==> config.mk <==
export PLATFORM = sky130hd
export DESIGN_NAME = nibble_transmitter
export DESIGN_NICKNAME = d
export VERILOG_FILES = /design/src/rtl/nibble_tx_pkg.sv /design/src/rtl/nibble_tx_timer.sv /design/src/rtl/nibble_transmitter.sv
export SDC_FILE = /design/constraint.sdc
export NUM_CORES = 1
export LEC_CHECK = 0
export BUFFER_PORTS_ARGS = -buffer_cell sky130_fd_sc_hd__buf_2
export CORE_MARGIN = 3
export CORE_UTILIZATION = 30
export DETAILED_ROUTE_END_ITERATION = 12
export PLACE_DENSITY = 0.54
export SKIP_CTS_REPAIR_TIMING = 1
export SLEW_MARGIN = 30
export SYNTH_ARGS = -nofsm -noshare
export SYNTH_HDL_FRONTEND = slang
export SYNTH_HIERARCHICAL = 1
export SYNTH_SLANG_ARGS = --single-unit
export TNS_END_PERCENT = 10
==> constraint.sdc <==
create_clock -name clk -period 1.49 [get_ports clk]
set_input_delay 0.298 -clock clk [delete_from_list [all_inputs] [get_ports clk]]
set_output_delay 0.298 -clock clk [all_outputs]
set_load 0.005 [all_outputs]
==> src/rtl/nibble_tx_pkg.sv <==
// Shared types and constants for the nibble link transmitter.
// State enum, nibble width and the default handshake wait limit.
package nibble_tx_pkg;

  typedef enum logic [1:0] {
    IDLE,
    DRIVE,
    RELEASE
  } state_e;

  localparam int NIBBLE_W = 4;
  localparam int DEF_TIMEOUT_CYCLES = 1024;

endpackage

==> src/rtl/nibble_tx_timer.sv <==
// Per-phase wait counter; clr restarts it, en counts waiting cycles.
// Ports: clk, reset (sync, low), clr, en -> expired on the last cycle.
module nibble_tx_timer
  import nibble_tx_pkg::*;
#(
  parameter int TIMEOUT_CYCLES = DEF_TIMEOUT_CYCLES
) (
  input  logic clk,
  input  logic reset,
  input  logic clr,
  input  logic en,
  output logic expired
);

  localparam int CW = $clog2(TIMEOUT_CYCLES + 1);
  localparam logic [CW-1:0] LAST =
    CW'(TIMEOUT_CYCLES - 1);

  logic [CW-1:0] cnt_q;
  logic [CW-1:0] cnt_d;

  always_comb begin
    cnt_d = cnt_q;
    if (clr) begin
      cnt_d = '0;
    end else if (en && cnt_q != LAST) begin
      cnt_d = cnt_q + 1'b1;
    end
  end

  always_ff @(posedge clk) begin
    if (!reset) begin
      cnt_q <= '0;
    end else begin
      cnt_q <= cnt_d;
    end
  end

  // cnt_q counts cycles already spent, so LAST marks the final one.
  assign expired = en && (cnt_q == LAST);

endmodule

==> src/rtl/nibble_transmitter.sv <==
// 4-phase valid/ack nibble transmitter, MSB nibble first.
// Ports: tx_* local side, data_out/valid/ack link; NIBBLE_TX_TIMEOUT_EN.
module nibble_transmitter
  import nibble_tx_pkg::*;
#(
  parameter int NIBBLES        = 4,
  parameter int TIMEOUT_CYCLES = DEF_TIMEOUT_CYCLES
) (
  input  logic                         clk,
  input  logic                         reset,
  input  logic [NIBBLE_W*NIBBLES-1:0]  tx_data,
  input  logic                         tx_start,
  output logic                         tx_busy,
  output logic                         tx_done,
  output logic                         tx_err,
  output logic [NIBBLE_W-1:0]          data_out,
  output logic                         valid,
  input  logic                         ack
);

  localparam int W  = NIBBLE_W * NIBBLES;
  localparam int CW =
    (NIBBLES > 1) ? $clog2(NIBBLES) : 1;
  localparam logic [CW-1:0] LAST_CNT =
    CW'(NIBBLES - 1);

  state_e              state_q, state_d;
  logic [W-1:0]        sr_q, sr_d;
  logic [CW-1:0]       cnt_q, cnt_d;
  logic [NIBBLE_W-1:0] dout_q, dout_d;
  logic                valid_q, valid_d;
  logic                busy_q, busy_d;
  logic                done_q, done_d;
  logic                err_q, err_d;
  logic                tmo;

`ifdef NIBBLE_TX_TIMEOUT_EN
  logic tmr_clr;
  logic tmr_en;

  assign tmr_en  = (state_q != IDLE);
  assign tmr_clr = (state_d != state_q) &&
                   (state_d != IDLE);

  nibble_tx_timer #(
    .TIMEOUT_CYCLES(TIMEOUT_CYCLES)
  ) u_timer (
    .clk    (clk),
    .reset  (reset),
    .clr    (tmr_clr),
    .en     (tmr_en),
    .expired(tmo)
  );
`else
  logic unused_timeout;
  assign unused_timeout = ^TIMEOUT_CYCLES;
  assign tmo = 1'b0;
`endif

  always_comb begin
    state_d = state_q;
    sr_d    = sr_q;
    cnt_d   = cnt_q;
    dout_d  = dout_q;
    valid_d = valid_q;
    done_d  = 1'b0;
    err_d   = err_q;
    unique case (state_q)
      IDLE: begin
        if (tx_start && !ack) begin
          state_d = DRIVE;
          dout_d  = tx_data[W-1 -: NIBBLE_W];
          sr_d    = tx_data << NIBBLE_W;
          cnt_d   = LAST_CNT;
          valid_d = 1'b1;
          err_d   = 1'b0;
        end
      end
      DRIVE: begin
        if (ack) begin
          state_d = RELEASE;
          valid_d = 1'b0;
        end else if (tmo) begin
          state_d = IDLE;
          valid_d = 1'b0;
          err_d   = 1'b1;
        end
      end
      RELEASE: begin
        if (!ack) begin
          if (cnt_q != '0) begin
            state_d = DRIVE;
            cnt_d   = cnt_q - 1'b1;
            dout_d  = sr_q[W-1 -: NIBBLE_W];
            sr_d    = sr_q << NIBBLE_W;
            valid_d = 1'b1;
          end else begin
            state_d = IDLE;
            done_d  = 1'b1;
          end
        end else if (tmo) begin
          state_d = IDLE;
          err_d   = 1'b1;
        end
      end
      default: state_d = IDLE;
    endcase
    busy_d = (state_d != IDLE);
  end

  always_ff @(posedge clk) begin
    if (!reset) begin
      state_q <= IDLE;
      sr_q    <= '0;
      cnt_q   <= '0;
      dout_q  <= '0;
      valid_q <= 1'b0;
      busy_q  <= 1'b0;
      done_q  <= 1'b0;
      err_q   <= 1'b0;
    end else begin
      state_q <= state_d;
      sr_q    <= sr_d;
      cnt_q   <= cnt_d;
      dout_q  <= dout_d;
      valid_q <= valid_d;
      busy_q  <= busy_d;
      done_q  <= done_d;
      err_q   <= err_d;
    end
  end

  assign data_out = dout_q;
  assign valid    = valid_q;
  assign tx_busy  = busy_q;
  assign tx_done  = done_q;
  assign tx_err   = err_q;

endmodule

==> impl_results.md, run 1 <==
* Worst setup slack after layout at -0.02661 ns
* FF+latch count, synth at 23
* Routed Antenna Nets at 0
* Gr usage total at 12.00%
* Bufs on Longest Clock Path at 2
* Arrival time of the worst setup path at 1.77 ns
* Vias in the first global route at 913
* Met3 WL at 140 µm
* Via-to-Cell Ratio at 5.011
* Routed wl met2 at 1126 µm
* WP data required at 1.74 ns
* 1st-iter DRT viols at 45
* Largest net degree at the start of global routing at 26
* H-tree lvl count at 1
* DR DRC count at 0
* Die Width at 65.16 µm
* CTS Root Cell: clkbuf_4
* Reg2reg setup slack at -0.03 ns
* Overflow after GRT at 0
* DR vias at 927
* Hold path startpoint: tx_data[0]
* DIE AREA at 0.004245 mm²
* R2r worst-path depth at 5
* CP endpoint kind: flip-flop
* Crit Path Max Fanout at 6
* Routability cong. at 0.7482
* Detailed Place HPWL at 1666 µm
* CTS tree: yes
* Power Density at 846.7 mW/mm²
* Hold Path Class: in -> reg
* Critical R2R Capture: sr_q[10]
* ANT cells at 0
* First-pass GRT wire length at 4008 µm
* Final Skew at 0.001951 ns
* Max Clock Freq at 0.6594 GHz
* Syn Nets at 129
* Failing checks: negative setup slack
* Unrepaired setup endpoints after global routing: true
* Post-synthesis average cell area at 9.720 µm²
* Initial Util at 32.77%
* Post-synth cell types at 28
* Outcome: finished with violations
* Final Hold Fails at 0
* Final Cycle Share at 101.8%
* Reg-to-Reg Start: cnt_q[0]
* Number of max-cap violations at 0
* Gate Count Post-Synth at 108
* Area grow syn2layout at 28.84%
* Io pins at 28
* CP Launch Type: flip-flop
* Post-DR wirelength/cell at 13.11 µm
* Ys Warns at 6
* Fin. max-slew vios at 0
* Worst hold path depth at 3
* First drt pass iteration count at 4
* PortBufs at 26
* Initial antenna violation count at 0
* Routed WL at 2426 µm
* CTS Buf Count at 3
* Static leakage at 0.6533 nW
* Max layer used: met4
* Post-layout util at 42.23%
* M1 WL at 1142 µm
* Hold worst-path end: sr_q[4]
* Core Area at 0.003203 mm²
* Tmin final at 1.517 ns
* Clk sink count at 23
* Post-Syn Area at 0.001050 mm²
* Post-synthesis sequential area ratio at 43.86%
* CP Class: reg -> reg
* Total Power at 0.001145 W
* Peak supply drop at 0.4362 mV
* # rows at 20
* Clk slew on worst S/H paths at 0.12 ns
* Share of cells above drive strength 1 at 39.01%
* Clk_lat worst skew at 0.30 ns
* # setup viols final at 10
* Die Y-Extent at 65.16 µm
* Final nets at 163
power by group:
group | switching, W | leakage [nW] | internal, W
Clock | 0.000179 | 0.0150 | 0.000104
Combinational | 0.0000965 | 0.450 | 0.0000982
Sequential | 0.0000170 | 0.189 | 0.000651
placed cells by master, fill, tap and decap left out, types with 2 or more instances in the layout:
master and n:
nand2_1 8, buf_2 26, nor2_1 3, inv_1 2
o21ai_2 5, clkbuf_4 3, o211a_1 2, mux2i_1 16
o311ai_0 10, buf_4 11, nand3_1 4, o21ai_1 7
o21a_1 2, dfxtp_1 21, o311ai_1 2, dfxtp_2 2
or4b_4 2
how the worst max path moves through the flow:
stage,start,end,slack [ns],cells past startpoint
2_1_floorplan,cnt_q[1],sr_q[11],-0.01,6
3_3_place_gp,cnt_q[1],sr_q[10],0.0002,5
3_5_place_dp,cnt_q[1],sr_q[10],-0.03,5
4_1_cts,cnt_q[1],sr_q[10],-0.05,5
5_1_grt,cnt_q[1],sr_q[9],-0.1,5
6_report,cnt_q[0],sr_q[10],-0.03,5
sequential cells by signal, summed over array words and instances, names as in the netlist:
| name | cells |
|---|---|
| state_q | 2 |
| tx_busy | 1 |
| cnt_q | 2 |
| valid | 1 |
| sr_q | 12 |
| data_out | 4 |
| tx_done | 1 |
critical path, stage by stage, from the launching register on:
cell and delay (ns):
dfxtp_2 0.37, inv_2 0.05, ha_4 0.15, and2_4 0.17, or4b_4 0.58, o21ai_1 0.14
area by class of cell:
type	count	area, µm²
timing repair buffer	37	212.7
fill	364	1851
sequential	23	462.9
tap	44	55.05
clock buffer	4	26.28
inverter	3	11.26
multi-input combinational	74	584.3
cell usage after synthesis:
| master | instances | area, µm² |
|---|---|---|
| a21o_1 | 1 | 7.510 |
| a21oi_1 | 1 | 5.000 |
| and2_1 | 2 | 12.51 |
| buf_2 | 2 | 10.01 |
| buf_4 | 1 | 7.510 |
| buf_6 | 1 | 11.26 |
| clkbuf_1 | 5 | 18.77 |
| conb_1 | 1 | 3.750 |
| dfxtp_1 | 23 | 460.4 |
| ha_1 | 1 | 12.51 |
| inv_1 | 3 | 11.26 |
| mux2i_1 | 16 | 160.2 |
| nand2_1 | 8 | 30.03 |
| nand2b_1 | 1 | 6.260 |
| nand3_1 | 4 | 20.02 |
| nor2_1 | 3 | 11.26 |
| nor2b_1 | 1 | 6.260 |
| nor3_2 | 1 | 10.01 |
| nor4b_1 | 1 | 8.760 |
| o211a_1 | 2 | 20.02 |
| o21a_1 | 2 | 15.01 |
| o21ai_0 | 2 | 10.01 |
| o21ai_1 | 10 | 50.05 |
| o22ai_1 | 1 | 6.260 |
| o311ai_0 | 12 | 105.1 |
| or2_4 | 1 | 8.760 |
| or2b_1 | 1 | 7.510 |
| or4b_4 | 1 | 13.76 |
per-stage QoR:
stage	setup TNS, ns	setup slack, ns	area (µm²)	instances	hold WS [ns]
after floorplan	-0.08714	-0.009693	1056	108	0.4260
after global placement	0	0.0001765	1269	179	0.4447
after detailed placement	-0.1059	-0.02779	1269	179	0.4560
after CTS	-0.3113	-0.04646	1295	183	0.2364
after global routing	-0.8377	-0.09711	1353	185	0.2437
final	-0.1018	-0.02661	1353	185	0.2385
routing by layer:
layer  global-route usage, %  vias up
met3                   3.761        2
met2                   20.82       26
met4                   2.332        0
li1                        -      464
met5                       0        -
met1                   14.67      435
kinds of logic after synthesis:
logic type,count (synthesis),synth area share (%)
AND/OR/NAND/NOR,24,12.87
adder cells (fa/ha/maj),1,1.192
other,1,0.3572
AO/OA/AOI/OAI,31,20.86
buffers and inverters,12,5.602
multiplexers,16,15.26
flip-flops,23,43.86
No activity file was read; power rests on OpenSTA's default activity.
==> inputs of run 2 (changes only) <==
Settings changed: PLACE_DENSITY 0.54 to 0.55.
==> run 2 against run 1 <==
  * The flow now finishes without violations
  * Power up 0.11%
  * Clock skew up 0.0018 ns
  * Die area unchanged
  * Via count down 0.43%
  * Fmax up 1.9%
  * Utilization up 0.16 points
  * Critical path depth unchanged
  * Sequential cell count unchanged
  * Register-to-register slack better by 0.03 ns
  * First-iteration DRC count up 62%
  * Critical endpoint unchanged
==> impl_results.md, run 2 (synthesis results as in run 1) <==
* Initial Util at 32.77%
* Placed Area at 0.001276 mm²
* Largest register FFs at 12
* Cell-internal power at 0.0008534 W
* H-tree lvl count at 1
* Routed WL at 2416 µm
* DIE AREA at 0.004245 mm²
* # setup viols final at 0
* # fillers at 354
* First drt pass iteration count at 4
* Overflow after GRT at 0
* Reg power frac at 58.2%
* Final Skew at 0.003719 ns
* R2r worst-path depth at 5
* Gr usage total at 11.08%
* Critical R2R Capture: sr_q[10]
* Arrival time of the worst setup path at 1.74 ns
* Bufs on Longest Clock Path at 2
* Power Density at 844.5 mW/mm²
* Reg2reg setup slack at 0.002 ns
* Io pins at 28
* CP endpoint kind: flip-flop
* Non-Filler Instances at 186
* CP Class: reg -> reg
* Largest register by flop count: sr_q
* CTS Root Cell: clkbuf_4
* Placed Instances at 180
* Outcome: completed
* Hold worst-path end: sr_q[7]
* Fin. max-slew vios at 0
* Most frequent cells in the layout: buf_2 (26), dfxtp_1 (21), mux2i_1 (16), buf_4 (11)
* Clk sink count at 23
* Max Clock Freq at 0.6722 GHz
* Crit path from: cnt_q[0]
* DR DRC count at 0
* Routability cong. at 0.7627
* CTS Buf Count at 3
* Unrepaired setup endpoints after global routing: true
* CP Launch Type: flip-flop
* Number of max-cap violations at 0
* Clk_lat worst skew at 0.31 ns
* Reg-to-Reg Start: cnt_q[0]
* Initial antenna violation count at 0
* WP data required at 1.74 ns
* Largest net degree at the start of global routing at 26
* Net Switching at 0.0002931 W
* Switch share at 25.56%
* Final nets at 164
* CTS tree: yes
* Crit Path Max Fanout at 6
* Clk slew on worst S/H paths at 0.12 ns
* First-pass GRT wire length at 3760 µm
* # rows at 20
* PortBufs at 26
* Combinational fraction of design power at 17.0%
* Worst hold path depth at 3
* Tmin final at 1.488 ns
* Vias in the first global route at 900
* Commonest non-fill, non-tap cell in the layout: buf_2
* Share of cells above drive strength 1 at 39.44%
* ANT cells at 0
* Peak supply drop at 0.5572 mV
* Post-layout util at 42.38%
* Core Area at 0.003203 mm²
* Static leakage at 0.6607 nW
* Hold path startpoint: tx_data[3]
* Post-DR wirelength/cell at 12.99 µm
* Die Y-Extent at 65.16 µm
* Die Width at 65.16 µm
* Total Power at 0.001146 W
* DR vias at 923
* 1st-iter DRT viols at 73
* Clock share of power at 24.7%
* Via-to-Cell Ratio at 4.962
* Detailed Place HPWL at 1657 µm
* Routed Antenna Nets at 0
* Final Hold Fails at 0
* Final Cycle Share at 99.85%
* Design area at 0.001358 mm²
* Hold Path Class: in -> reg
* Area grow syn2layout at 29.32%
## run 2: cell types whose count changed in the layout (fill, tap and decap cells not counted)
cell	previous run	this run
buf_6	0	1
inv_1	2	1
inv_2	1	2
nor4b_1	0	1
nor4b_2	1	0
o311ai_0	10	8
o311ai_1	2	4
## run 2: layout make-up
| cell class | count | area (µm²) | share of cell area (%) |
|---|---|---|---|
| Clock buffer | 4 | 26.28 | 1.935 |
| Inverter | 3 | 11.26 | 0.8295 |
| Sequential cell | 23 | 462.9 | 34.10 |
| Timing Repair Buffer | 38 | 224.0 | 16.50 |
| Multi-Input combinational cell | 74 | 578.1 | 42.58 |
| Tap cell | 44 | 55.05 | 4.055 |
## run 2: worst max-delay path by stage
stage / end / slack (ns) / cells past startpoint
floorplan: sr_q[11] / -0.01 / 6
global placement: sr_q[9] / -0.005 / 5
detailed placement: sr_q[9] / -0.04 / 5
CTS: sr_q[9] / -0.06 / 5
global route: sr_q[10] / -0.04 / 5
finish: sr_q[10] / 0.002 / 5
## run 2: power by group through the flow
| stage | sequential, W | clock [W] | combinational (W) |
|---|---|---|---|
| 6_report | 0.000668 | 0.000284 | 0.000195 |
| 3_5_place_dp | 0.000680 | 0 | 0.000177 |
| 3_3_place_gp | 0.000679 | 0 | 0.000173 |
| 4_1_cts | 0.000666 | 0.000303 | 0.000177 |
| 2_1_floorplan | 0.000679 | 0 | 0.000102 |
| 5_1_grt | 0.000672 | 0.000319 | 0.000217 |
## run 2: routing by layer
layer | routed length, µm | vias to the layer above | global-route usage [%]
met5 | 0 | - | 0
met1 | 1203 | 429 | 14.09
met4 | 0 | 0 | 1.554
li1 | - | 466 | -
met3 | 153 | 0 | 4.103
met2 | 1059 | 28 | 18.39
## run 2: worst max-delay path: stages (launching register included)
cell and delay (ns):
dfxtp_2 0.36, inv_2 0.04, ha_4 0.14, and2_4 0.17, or4b_4 0.58, o21ai_1 0.13
## run 2: per-stage QoR
| step | hold WS, ns | TNS, ns | setup WS (ns) |
|---|---|---|---|
| 2_1_floorplan | 0.4260 | -0.08714 | -0.009693 |
| 3_3_place_gp | 0.4441 | -0.007089 | -0.004697 |
| 3_5_place_dp | 0.4591 | -0.1172 | -0.03565 |
| 4_1_cts | 0.2217 | -0.4395 | -0.06326 |
| 5_1_grt | 0.2311 | -0.2326 | -0.04291 |
| 6_report | 0.2336 | 0 | 0.002273 |
